### config.mk
export PLATFORM = sky130hd
export DESIGN_NAME = apuf_eval_ctrl
export DESIGN_NICKNAME = d
export VERILOG_FILES = /design/src/rtl/apuf_eval_ctrl.sv
export SDC_FILE = /design/constraint.sdc
export NUM_CORES = 1
export LEC_CHECK = 0
export CAP_MARGIN = 15
export CORE_AREA = 3 3 64 81
export DETAILED_ROUTE_END_ITERATION = 8
export DIE_AREA = 0 0 67 84
export MAX_ROUTING_LAYER = met4
export PLACE_DENSITY_LB_ADDON = 0.05
export REMOVE_ABC_BUFFERS = 1
export SKIP_CTS_REPAIR_TIMING = 1
export SLEW_MARGIN = 20
export SYNTH_ARGS = -nofsm -noshare
export SYNTH_HDL_FRONTEND = slang
export SYNTH_SLANG_ARGS = --single-unit
### constraint.sdc
create_clock -name Clk -period 5.7 [get_ports Clk]
set_clock_uncertainty 0.05 [all_clocks]
set_input_delay 0.57 -clock Clk [delete_from_list [all_inputs] [get_ports Clk]]
set_output_delay 0.57 -clock Clk [all_outputs]
set_load 0.03 [all_outputs]
### src/rtl/apuf_eval_ctrl.sv
// Evaluation controller for multi-chain arbiter PUFs: sequences arbiter reset and launch,
// samples every chain N_EVAL times and reports majority response, stability and XOR.
module apuf_eval_ctrl #(
  parameter int CHAL_WIDTH    = 32,
  parameter int NUM_CHAINS    = 1,
  parameter int N_EVAL        = 5,
  parameter int RST_CYCLES    = 2,
  parameter int SETTLE_CYCLES = 4
) (
  input  logic                  Clk,
  input  logic                  Reset_n,
  input  logic                  Start,
  input  logic                  Abort,
  input  logic [CHAL_WIDTH-1:0] Challenge,
  input  logic [NUM_CHAINS-1:0] ArbResult,
  output logic [CHAL_WIDTH-1:0] PufChallenge,
  output logic                  Pulse,
  output logic                  ArbReset,
  output logic                  Busy,
  output logic                  Done,
  output logic [NUM_CHAINS-1:0] Response,
  output logic                  XorResponse,
  output logic [NUM_CHAINS-1:0] Stable
);

  localparam int TMAX = (RST_CYCLES > SETTLE_CYCLES) ? RST_CYCLES : SETTLE_CYCLES;
  localparam int TW   = $clog2(TMAX);
  localparam int VW   = $clog2(N_EVAL + 1);

  localparam logic [TW-1:0] RST_LAST = TW'(RST_CYCLES - 1);
  localparam logic [TW-1:0] SET_LAST = TW'(SETTLE_CYCLES - 1);
  localparam logic [VW-1:0] VMAX     = VW'(N_EVAL);
  localparam logic [VW-1:0] HALF     = VW'(N_EVAL / 2);

  typedef enum logic [2:0] {
    S_IDLE,
    S_ARB_RST,
    S_LAUNCH,
    S_SAMPLE,
    S_RELEASE,
    S_DONE
  } state_t;

  state_t                         state_q, state_d;
  logic [TW-1:0]                  timer_q, timer_d;
  logic [VW-1:0]                  eval_q, eval_d;
  logic [CHAL_WIDTH-1:0]          chal_q, chal_d;
  logic [NUM_CHAINS-1:0][VW-1:0]  vote_q, vote_d;
  logic [NUM_CHAINS-1:0]          sync1_q, sync2_q;
  logic [NUM_CHAINS-1:0]          resp_q, resp_d;
  logic [NUM_CHAINS-1:0]          stab_q, stab_d;
  logic                           xr_q;
  logic                           done_q;
  logic                           clr_votes;
  logic                           do_sample;
  logic                           load_results;

  always_comb begin
    state_d   = state_q;
    timer_d   = timer_q;
    eval_d    = eval_q;
    chal_d    = chal_q;
    clr_votes = 1'b0;
    do_sample = 1'b0;
    ArbReset  = 1'b1;
    Pulse     = 1'b0;
    Busy      = (state_q != S_IDLE);

    case (state_q)
      S_IDLE: begin
        if (Start && !Abort) begin
          chal_d    = Challenge;
          clr_votes = 1'b1;
          eval_d    = '0;
          timer_d   = '0;
          state_d   = S_ARB_RST;
        end
      end
      S_ARB_RST: begin
        if (timer_q == RST_LAST) begin
          timer_d = '0;
          state_d = S_LAUNCH;
        end else begin
          timer_d = timer_q + 1'b1;
        end
      end
      S_LAUNCH: begin
        ArbReset = 1'b0;
        Pulse    = 1'b1;
        if (timer_q == SET_LAST) begin
          timer_d = '0;
          state_d = S_SAMPLE;
        end else begin
          timer_d = timer_q + 1'b1;
        end
      end
      S_SAMPLE: begin
        ArbReset  = 1'b0;
        Pulse     = 1'b1;
        do_sample = 1'b1;
        eval_d    = eval_q + 1'b1;
        state_d   = S_RELEASE;
      end
      S_RELEASE: begin
        ArbReset = 1'b0;
        if (timer_q == SET_LAST) begin
          timer_d = '0;
          state_d = (eval_q < VMAX) ? S_ARB_RST : S_DONE;
        end else begin
          timer_d = timer_q + 1'b1;
        end
      end
      S_DONE: begin
        state_d = S_IDLE;
      end
      default: begin
        state_d = S_IDLE;
      end
    endcase

    // Abort overrides every transition, including the one into DONE.
    if (Abort && (state_q != S_IDLE)) begin
      state_d = S_IDLE;
      timer_d = '0;
    end
  end

  // Results are captured on the edge entering DONE so they are valid while Done is high.
  assign load_results = (state_d == S_DONE);

  for (genvar gi = 0; gi < NUM_CHAINS; gi++) begin : g_chain
    assign vote_d[gi] = clr_votes ? '0 :
                        (do_sample && sync2_q[gi] && (vote_q[gi] != VMAX)) ? vote_q[gi] + 1'b1 :
                        vote_q[gi];
    assign resp_d[gi] = (vote_q[gi] > HALF);
    assign stab_d[gi] = (vote_q[gi] == '0) || (vote_q[gi] == VMAX);
  end

  always_ff @(posedge Clk or negedge Reset_n) begin
    if (!Reset_n) begin
      state_q <= S_IDLE;
      timer_q <= '0;
      eval_q  <= '0;
      chal_q  <= '0;
      vote_q  <= '0;
      sync1_q <= '0;
      sync2_q <= '0;
      resp_q  <= '0;
      stab_q  <= '0;
      xr_q    <= 1'b0;
      done_q  <= 1'b0;
    end else begin
      state_q <= state_d;
      timer_q <= timer_d;
      eval_q  <= eval_d;
      chal_q  <= chal_d;
      vote_q  <= vote_d;
      sync1_q <= ArbResult;
      sync2_q <= sync1_q;
      done_q  <= load_results;
      if (load_results) begin
        resp_q <= resp_d;
        stab_q <= stab_d;
        xr_q   <= ^resp_d;
      end
    end
  end

  assign PufChallenge = chal_q;
  assign Done         = done_q;
  assign Response     = resp_q;
  assign Stable       = stab_q;
  assign XorResponse  = xr_q;

endmodule

==> results.txt, run 1 <==
- In this run the tool buffered the top-level ports with 75 buffer cells.
- Congestion Overflow GR: 0
- The die covers 5630 um2.
- After detailed routing, the number of vias per cell comes to 4.82.
* Core region area: 4460 um2
* FILL cells: 393
- Clock root buffer: clkbuf_8
* Post-synthesis share of cell area spent on xor and xnor gates: 1.23%
- Via count of the first global-routing pass: 1770
* Final critical-path share of the clock period: 43.6%
- Clock-pin slew was measured on the worst setup and hold paths at 0.08 ns.
- Mean Syn Cell Area: 9.35 um2
- From bottom edge to top edge, the die measures 84 um.
- RSZ-0062 raised after global routing: false
- Detailed router's first-iteration violation count: 111
- Number of pins exceeding their max-slew limit in the final report: 0
- In this run the core area contains 27 standard-cell rows.
- Io pins: 76
- From synthesis to final layout, the design area changed by 40.7%.
* Number of vias in the routed layout: 1735
- Area of combinational cells with multiple inputs: 852 um2
- After routing, the total negative slack on setup checks comes to 0 ns.
- After synthesis, the largest family of logic cells by area is simple AND/OR/NAND/NOR gates.
- Horiz. Die Dim: 67 um
- The cell area that synthesis handed to floorplanning was 2130 um2.
- CTS tree: built
- Register area: 1200 um2
* DRC violations left: 0
- Clock buffer count from CTS: 5
- Worst stage delay on the critical path: 0.68 ns
- For this run, the register share of the synthesized area comes to 56.3%.
- Yosys warning total: 0
- After legalization and detailed placement, the total HPWL measured 3.29 mm.
- Type of element launching the critical path: flop
- Nets: 347
- Worst EP required: 5.08 ns
- Global-route wire length before repair: 8.16 mm
- Top flip-flop cell by instance count after synthesis: dfrtp_1
* Final GP Congestion: 0.802
- Share of async-settable or async-resettable flops after synthesis: 100%
- Antenna Nets Post-Route: 0
- Maximum clock frequency: 0.403 GHz
- Routed wire length: 4.66 mm
- Average wire length per cell after detail routing: 13.0 um
- Largest net degree at the start of global routing: 49
- Simple-gate share of the synthesized area: 25.9%
- Summing the areas of all fa, ha and maj instances in the mapped netlist gives 5.16% of the synthesized area.
- The number of antenna diodes in the final layout is 0.
- Along the worst path, the maximum fanout reaches 16.
* Number of distinct library cell variants in the gate-level netlist after synthesis: 39
- Number of instances in the synthesized netlist: 228
- TritonCTS Sinks: 48
* Combined global-route utilization of all metal layers: 19.0%
* Static leakage: 1.46 nW
- The worst setup path is of the reg2out kind.
- In this run, synthesis produced a sequential element count of 48.
* Effective utilization at floorplan: 47.8%
- Maximum clock path buffer count: 2
* Cell-by-cell trace of the critical path: nor2b_1 -> a21oi_1 -> clkdlybuf4s50_1
- For the pin with the worst max-slew slack, the measured transition is 0.591 ns.
* Crit path DAT: 1.86 ns
- Slew headroom: 60.6%
- On the critical path, the stage with the largest delay is an instance of clkdlybuf4s50_1.
* Fraction of final layout cells sized beyond drive strength 1: 4.64%
- Shortest clock period the worst path allows after layout: 2.48 ns
* CTS H-Tree Depth: 2
- Initial antenna violation count: 0
- Summing the areas of all compound-gate instances in the mapped netlist gives 5.58% of the synthesized area.
- STA classifies the critical path endpoint as a primary output.
- Total power divided by cell area: 379 nW/um2
* Pre-Repair DR Iteration Count: 4
- The min-delay analysis places its worst path in the category in2async.
- Hold timing on the final database bottoms out at a slack of 0.237 ns.
- Maximum vdd ir drop: 219 uV
- Clk_lat worst skew: 0.29 ns
* Mux share of post-synthesis cell area: 2.05%
* Maxcap violations: 0
* Number of enable flip-flop cells after synthesis: 0
- The run finished with clean final reports.
- The number of hold violations in the final report was 0.
- The number of cells on the worst reg-to-reg path is 6.
- Setup violations remaining at the end of the flow were counted as 0.
-- layer usage --
layer	wire length (um)	global-route usage, %	up-vias
met5	0	-	-
met4	36	3.87	0
met3	320	5.80	4
met2	2270	30.7	51
met1	2040	23.2	809
li1	-	-	871
-- report_power, final --
part           internal [W]  switching [W]
combinational      0.000201       0.000274
clock             0.0000836       0.000104
sequential         0.000420      0.0000541
-- area by class of cell --
cell class / instances / area share [%]
flip-flops and latches: 48 / 40.0
well taps: 58 / 2.42
clock inverters: 1 / 0.167
inverters: 9 / 1.13
clock buffers: 6 / 2.42
repair buffers: 77 / 25.4
multi-input cells: 161 / 28.4
-- through the flow --
stage	setup WS (ns)	util (%)	cell area, um2	total power (W)	std cells
floorplan	3.60	-	2090	0.000735	218
global placement	3.25	65.5	2920	0.000953	353
detailed placement	3.24	65.5	2920	0.000960	353
CTS	3.19	67.2	3000	0.00115	360
global route	3.02	67.3	3000	0.00122	360
finish	3.22	67.3	3000	0.00114	360
-- sequential cells by signal (all words and copies together), names as in the netlist, 2 cells and up --
register,cells
timer_q,2
PufChallenge,32
state_q,3
eval_q,3
vote_q,3
-- critical path, delay by kind of cell, from the launching register on --
kind	cells	cell delay, ns
flops	1	0.54
compound gates	1	0.13
buf+inv	1	0.68
simple gates	1	0.22
-- synth_stat cells, types with 2 or more instances --
cell	count	share of area (%)
dfrtp_1	48	56
ha_1	8	4.7
xor2_1	2	0.82
buf_2	3	0.70
o31ai_1	2	0.70
nor2_1	8	1.4
a21oi_1	3	0.70
o21ai_0	4	0.94
inv_1	9	1.6
nand3_1	3	0.70
clkbuf_1	6	1.1
mux2_1	2	1.1
nand2_1	102	18
nor2b_1	3	0.88
-- worst paths after layout --
kind                            startpoint               to  slack, ns
worst max-delay path            state_q[1]         ArbReset       3.22
worst min-delay path               Reset_n      XorResponse       0.24
worst max register to register  state_q[2]  PufChallenge[5]       3.62
worst min register to register     sync1_q          sync2_q       0.30
max in group asynchronous          Reset_n  PufChallenge[5]       4.97
min in group Clk                   sync1_q          sync2_q       0.30
-- cells by family (layout without fill, tap and decap cells) --
family	count (synthesis)	after routing
adder cells (fa/ha/maj)	9	9
XOR/XNOR	3	3
multiplexers	4	4
buffers and inverters	19	93
flip-flops	48	48
AND/OR/NAND/NOR	129	129
AO/OA/AOI/OAI	16	16
-- cells in the final DEF (no fill, tap or decap), drive strengths merged --
cell / netlist / layout
o31ai: 2 / 2
o21ai: 4 / 4
a32o: 1 / 1
nor4b: 1 / 1
nand2b: 2 / 2
mux2i: 1 / 1
and3b: 1 / 1
o21bai: 1 / 1
nor2b: 3 / 3
clkdlybuf4s50: 0 / 74
or4bb: 1 / 1
buf: 4 / 3
nand2: 102 / 102
inv: 9 / 9
nor4bb: 1 / 1
a211oi: 1 / 1
xnor2: 1 / 1
clkinv: 0 / 1
nand3: 3 / 3
a21oi: 3 / 3
a22o: 1 / 1
xor2: 2 / 2
nor3: 2 / 2
a32oi: 1 / 1
or4b: 1 / 1
mux2: 3 / 3
nor2: 9 / 9
o22a: 1 / 1
nand4: 1 / 1
maj3: 1 / 1
clkbuf: 6 / 6
a221o: 1 / 1
ha: 8 / 8
nor3b: 1 / 1
dfrtp: 48 / 48
nand3b: 1 / 1
(Power assumes the default switching activity.)
==> run 2: changes to the inputs <==
--- a/config.mk
+++ b/config.mk
@@ -6,9 +6,9 @@
 export NUM_CORES = 1
 export LEC_CHECK = 0
 export CAP_MARGIN = 15
-export CORE_AREA = 3 3 64 81
+export CORE_AREA = 3 3 67 84
 export DETAILED_ROUTE_END_ITERATION = 8
-export DIE_AREA = 0 0 67 84
+export DIE_AREA = 0 0 70 87
 export MAX_ROUTING_LAYER = met4
 export PLACE_DENSITY_LB_ADDON = 0.05
 export REMOVE_ABC_BUFFERS = 1
==> constraint.sdc (replaced) <==
create_clock -name Clk -period 2.44 [get_ports Clk]
set_clock_uncertainty 0.05 [all_clocks]
set_input_delay 0.244 -clock Clk [delete_from_list [all_inputs] [get_ports Clk]]
set_output_delay 0.244 -clock Clk [all_outputs]
set_load 0.03 [all_outputs]
==> results.txt, run 2 (synthesized netlist as in run 1, its figures left out) <==
* Run status: complete, but fails checks
- Violated checks: negative hold slack
* Horiz. Die Dim: 70 um (+4.5%)
- DRC violations left: 0 (unchanged)
- The signal on the critical path passes through nor2_1 -> a21oi_1 -> clkdlybuf4s50_1.
- Leading cell type in the layout, fill and taps excluded: nand2_1
- The clock network fraction of total power is 17.9% (+1.4 points).
- Static timing analysis puts the maximum clock frequency at 0.461 GHz.
- The net switching component of the power is 0.00102 W (+140%).
- Broken down by cell family, the worst path's largest delay share belongs to buffers and inverters.
- The peak ir drop on the vdd network came to 508 uV (+130%).
- Number of pins exceeding their max-slew limit in the final report: 0 (unchanged)
- Clk_lat worst skew: 0.29 ns (about the same)
* Cell-internal power: 0.00168 W (+140%)
- Clock transition at path regs: 0.08 ns (about the same)
- The global-route wire length before repair was 8.07 mm (-1.2%).
- The count of antenna diodes in the layout is 0 (unchanged).
- Total of buffers placed on input and output ports: 75 (unchanged)
- The post-layout worst setup margin is 0.270 ns (-2.95 ns).
- RSZ-0062 raised after global routing: false
* Endpoints failing setup: 0 (unchanged)
- Slew headroom: 59.7% (-0.84 points)
- The tightest hold margin is -0.0220 ns (-0.260 ns).
- Congestion Overflow GR: 0 (unchanged)
- The power share of the sequential group was 40.9% (-0.8 points).
- Worst stage delay on the critical path: 0.68 ns (about the same)
- The number of antenna-violating nets in the routed design is 0 (unchanged).
- Area growth from synthesis to layout: 41.8%
- The starting DRC count in detailed routing came to 61 (-45%).
- Nets: 348 (+0.29%)
- The tree is rooted in a clkbuf_8.
* Via count of the first global-routing pass: 1778 (+0.45%)
* Biggest fanout along the worst timing path: 16 (unchanged)
- Core region area: 4830 um2 (+8.4%)
- Post-route setup TNS: 0 ns (unchanged)
* Worst-case setup slack after placement: 0.317 ns (-2.92 ns)
* Total power divided by cell area: 892 nW/um2 (+140%)
- The number of standard cells in the final layout excluding fillers was 364 (+1.1%).
* Average via count per standard cell: 4.67 (-3.1%)
- TritonCTS built the clock tree.
- The area of the die was 6090 um2 (+8.2%).
* Maxcap violations: 0 (unchanged)
* TritonCTS Sinks: 48 (unchanged)
- Leading cell types in the layout, fill and taps excluded: nand2_1 (102), clkdlybuf4s50_1 (74), dfrtp_1 (48)
* Worst EP required: 2.15 ns (-2.93 ns)
- The detailed-route via count was 1700 (-2.0%).
* Transition at the pin with the smallest max-transition slack: 0.604 ns (+0.0126 ns)
* Largest net degree at the start of global routing: 49 (unchanged)
- Routed wire length: 4.66 mm (-0.13%)
- Combined global-route utilization of all metal layers: 17.2% (-1.7 points)
- Standard-cell row count: 28 (+3.7%)
- Hold/Removal Path Class: in2async
* Fraction of final layout cells sized beyond drive strength 1: 5.59% (+0.96 points)
* CTS H-Tree Depth: 2 (unchanged)
- The count of TritonRoute iterations in the first routing pass was 4 (unchanged).
* Cell count of the worst reg-to-reg path: 4 (-2)
- Critical setup path kind: reg2out
- Crit path buf inv count: 1 (unchanged)
- Clock buffer count from CTS: 5 (unchanged)
- CP Capture Type: primary output
- The critical path depth in cells is 3 (unchanged).
- Fraction of power consumed by combinational cells: 41.2% (-0.6 points)
* Static leakage: 1.47 nW (+0.95%)
- Post-DP HPWL: 3.18 mm (-3.1%)
- Final hold violation count: 14 (+14)
- Maximum clock path buffer count: 2 (unchanged)
- In the finished design, the share of the clock period the worst path needs comes to 88.9%.
- Shortest clock period the worst path allows after layout: 2.17 ns
* Cell count after placement: 356 (+0.85%)
- The number of antenna violations at the first check in global routing came to 0 (unchanged).
- For this design, the slowest cell found on the critical path is clkdlybuf4s50_1.
- Largest register FFs: 32 (unchanged)
- Crit path DAT: 1.88 ns (+0.02 ns)
* Die Span Y: 87 um (+3.6%)
- STA classifies the critical path startpoint as a flop.
* Effective utilization at floorplan: 44.1% (-3.7 points)
- Final GP Congestion: 0.751 (-6.5%)
- Average wire length per cell after detail routing: 12.8 um (-1.2%)
* Share of total power consumed by net switching: 37.9% (-0.16 points)
- Io pins: 76 (unchanged)
run 2: changes by cell type in the layout (fill, tap and decap cells not counted), sizes merged:
cell    before  now
buf          3    4
clkinv       1    2
run 2: worst paths after layout:
path / start / to / slack [ns]
max: state_q[1] / ArbReset / 0.27
min: Reset_n / PufChallenge[20] / -0.02
max reg2reg: state_q[1] / Stable / 0.48
min reg2reg: sync1_q / sync2_q / 0.31
max in group asynchronous: Reset_n / PufChallenge[16] / 1.95
min in group Clk: sync1_q / sync2_q / 0.31
run 2: area by class of cell:
cell class,instances,area (um2)
inverters,9,33.8
flip-flops and latches,48,1200
well taps,60,75.1
multi-input cells,161,852
repair buffers,78,768
clock buffers,6,82.6
fillers,435,1810
clock inverters,2,10.0
run 2: power groups by stage:
stage | sequential, W | combinational [W] | clock, W
after floorplan | 0.00144 | 0.000276 | 0
after global placement | 0.00111 | 0.00112 | 0
after detailed placement | 0.00112 | 0.00112 | 0
after CTS | 0.00111 | 0.00113 | 0.000503
after global routing | 0.00113 | 0.00120 | 0.000536
final | 0.00110 | 0.00111 | 0.000484
run 2: routing by layer:
metal  global-route usage [%]  up-vias  wire length [um]
met1                     20.2      773              1990
met5                        -        -                 0
li1                         -      869                 -
met3                     5.20        8               311
met2                     28.4       50              2270
met4                     5.92        0                85
run 2: stage by stage:
| stage | instance area, um2 | utilization [%] | total power [W] |
|---|---|---|---|
| after floorplan | 2090 | - | 0.00172 |
| final | 3020 | 62.5 | 0.00270 |
| after global placement | 2930 | 60.6 | 0.00223 |
| after detailed placement | 2930 | 60.6 | 0.00224 |
| after CTS | 3020 | 62.5 | 0.00274 |
| after global routing | 3020 | 62.5 | 0.00287 |
==> run 3: changes to the inputs <==
--- a/config.mk
+++ b/config.mk
@@ -5,10 +5,11 @@
 export SDC_FILE = /design/constraint.sdc
 export NUM_CORES = 1
 export LEC_CHECK = 0
-export CAP_MARGIN = 15
-export CORE_AREA = 3 3 67 84
+export CAP_MARGIN = 30
+export CORE_AREA = 3 3 63 80
+export CTS_BUF_LIST = sky130_fd_sc_hd__clkbuf_4
 export DETAILED_ROUTE_END_ITERATION = 8
-export DIE_AREA = 0 0 70 87
+export DIE_AREA = 0 0 66 83
 export MAX_ROUTING_LAYER = met4
 export PLACE_DENSITY_LB_ADDON = 0.05
 export REMOVE_ABC_BUFFERS = 1
==> constraint.sdc (replaced) <==
create_clock -name Clk -period 2.5 [get_ports Clk]
set_clock_uncertainty 0.05 [all_clocks]
set_input_delay 0.25 -clock Clk [delete_from_list [all_inputs] [get_ports Clk]]
set_output_delay 0.25 -clock Clk [all_outputs]
set_load 0.03 [all_outputs]
==> results.txt, run 3 (synthesized netlist as in run 1, its figures left out) <==
- Io pins: 76 (unchanged)
- Worst EP required: 2.20 ns (+0.05 ns)
- The transition at the pin with the smallest max-transition slack is 0.481 ns (-0.123 ns).
- RSZ-0062 raised after global routing: false
- Largest net degree at the start of global routing: 38 (-22%)
* FILL cells: 357 (-18%)
- CTS H-Tree Depth: 2 (unchanged)
- The setup path with the least slack is of type reg2out.
* Area of all placed cells without fillers: 3000 um2 (-0.87%)
- The total routing usage reported by global routing came to 19.5% (+2.3 points).
- The remaining max-slew budget at the tightest pin is 67.9% (+8.2 points).
* CP Capture Type: primary output
* Area of combinational cells with multiple inputs: 852 um2 (unchanged)
- Area growth from synthesis to layout: 40.6%
- The number of flip-flops under the largest register name came to 32 (unchanged).
- Standard-cell row count: 27 (-3.6%)
- The overall power consumption was 0.00251 W (-7.1%).
- Derived from the worst setup path, the maximum achievable clock frequency is 0.441 GHz.
* Average via count per standard cell: 4.82 (+3.2%)
- The flow ran to the end, and the final reports show no timing, DRC or antenna violations.
- Cell count of the worst reg-to-reg path: 4 (unchanged)
- The number of hold violations in the final report is 0 (-14).
* Clk_lat worst skew: 0.36 ns (+0.07 ns)
- The weighted congestion at the end of routability-driven global placement was 0.772 (+2.9%).
- The peak ir drop on the vdd network was 461 uV (-9.3%).
- Hold/Removal Path Class: in2async
* DRC violations left: 0 (unchanged)
* Average wire length per cell after detail routing: 12.6 um (-1.2%)
- Via count of the first global-routing pass: 1754 (-1.3%)
- The total wire length after detailed routing was 4.60 mm (-1.2%).
- Reg-to-reg critical path startpoint: state_q[1]
- DP Area: 2940 um2 (+0.17%)
- Biggest fanout along the worst timing path: 16 (unchanged)
* Number of antenna repair diodes: 0 (unchanged)
* Worst-case setup slack after placement: 0.388 ns (+0.0713 ns)
* Crit Reg-Reg Endpoint: XorResponse
- Nets: 350 (+0.57%)
- Clock root buffer: clkbuf_4
- Post-route setup TNS: 0 ns (unchanged)
* Horiz. Die Dim: 66 um (-5.7%)
- Worst hold margin: 0.259 ns (+0.281 ns)
* Antenna Nets Post-Route: 0 (unchanged)
* Register area: 1200 um2 (unchanged)
- Core region area: 4360 um2 (-9.9%)
- Fraction of final layout cells sized beyond drive strength 1: 5.56% (-0.037 points)
* Worst reg-to-reg setup slack: 0.53 ns (+0.05 ns)
- The arrival time reported for the critical path endpoint was 1.97 ns (+0.09 ns).
* Pre-Repair DR Iteration Count: 4 (unchanged)
- Leading cell type in the layout, fill and taps excluded: nand2_1
* CTS tree: built
* Global-route wire length before repair: 8.09 mm (+0.33%)
- The count of final setup violators is 0 (unchanged).
- Die outline area: 5480 um2 (-10%)
- The post-layout worst setup margin was 0.231 ns (-0.0390 ns).
- Type of element launching the critical path: flop
* Congestion Overflow GR: 0 (unchanged)
- The count of buffers from port buffering came to 75 (unchanged).
- The detailed-route via count came to 1754 (+3.2%).
* TritonCTS Sinks: 48 (unchanged)
- The starting utilization of the core area came to 48.9% (+4.8 points).
* Leading cell types in the layout, fill and taps excluded: nand2_1 (102), clkdlybuf4s50_1 (74), dfrtp_1 (48)
- The power density over the cells was 836 nW/um2 (-6.3%).
- The CTS clock-pin slew for the worst setup and hold paths is 0.14 ns (+0.06 ns).
* Maxcap violations: 0 (unchanged)
- The y dimension of the die is 83 um (-4.6%).
* Initial antenna violation count: 0 (unchanged)
* Clock buffer count from CTS: 5 (unchanged)
- Detailed router's first-iteration violation count: 108 (+77%)
* Maximum clock path buffer count: 2 (unchanged)
- The leakage power came to 1.46 nW (-0.65%).
- Final critical-path share of the clock period: 90.8%
* Shortest clock period the worst path allows after layout: 2.27 ns
- The detailed-placement wirelength estimate is 3.28 mm (+3.1%).
- The number of max-slew violations in the final report is 0 (unchanged).
[run 3: cell count changes in the layout (fill, tap and decap cells not counted), sizes merged]
| cell | before | now |
|---|---|---|
| buf | 4 | 5 |
| clkbuf | 6 | 5 |
| clkinv | 2 | 3 |
| dlygate4sd3 | 0 | 1 |
[run 3: layout make-up]
class	count	area share, %
Multi-Input combinational cell	161	28.4
Clock inverter	3	0.459
Clock buffer	5	1.25
Sequential cell	48	40.1
Inverter	9	1.13
Tap cell	58	2.42
Timing Repair Buffer	80	26.2
[run 3: power by group]
group | switching [W] | internal (W)
clock | 0.000238 | 0.000104
combinational | 0.000625 | 0.000461
sequential | 0.000123 | 0.000955
total | 0.000986 | 0.00152
[run 3: worst max path at each step]
stage	cells past startpoint	from	end
floorplan	4	state_q[2]	eval_q[1]
global placement	5	Abort	XorResponse
detailed placement	5	Abort	XorResponse
CTS	3	state_q[1]	ArbReset
global route	3	state_q[1]	ArbReset
finish	3	state_q[2]	ArbReset
[run 3: through the flow]
step / utilization [%] / cells
2_1_floorplan: - / 218
3_3_place_gp: 67.4 / 355
3_5_place_dp: 67.4 / 355
4_1_cts: 68.5 / 363
5_1_grt: 68.8 / 364
6_report: 68.8 / 364
[run 3: routing by layer]
layer | vias to the layer above | track usage, % | part of all wire, %
li1 | 879 | - | -
met1 | 819 | 23.4 | 44
met2 | 50 | 31.4 | 49
met3 | 6 | 6.36 | 5.6
met4 | 0 | 5.55 | 1.4
met5 | - | - | 0
[run 3: worst max-delay path, cell delays in order, from the launching register on]
cell,delay [ns]
dfrtp_1,0.67
nor2b_1,0.12
a21oi_1,0.14
clkdlybuf4s50_1,0.68
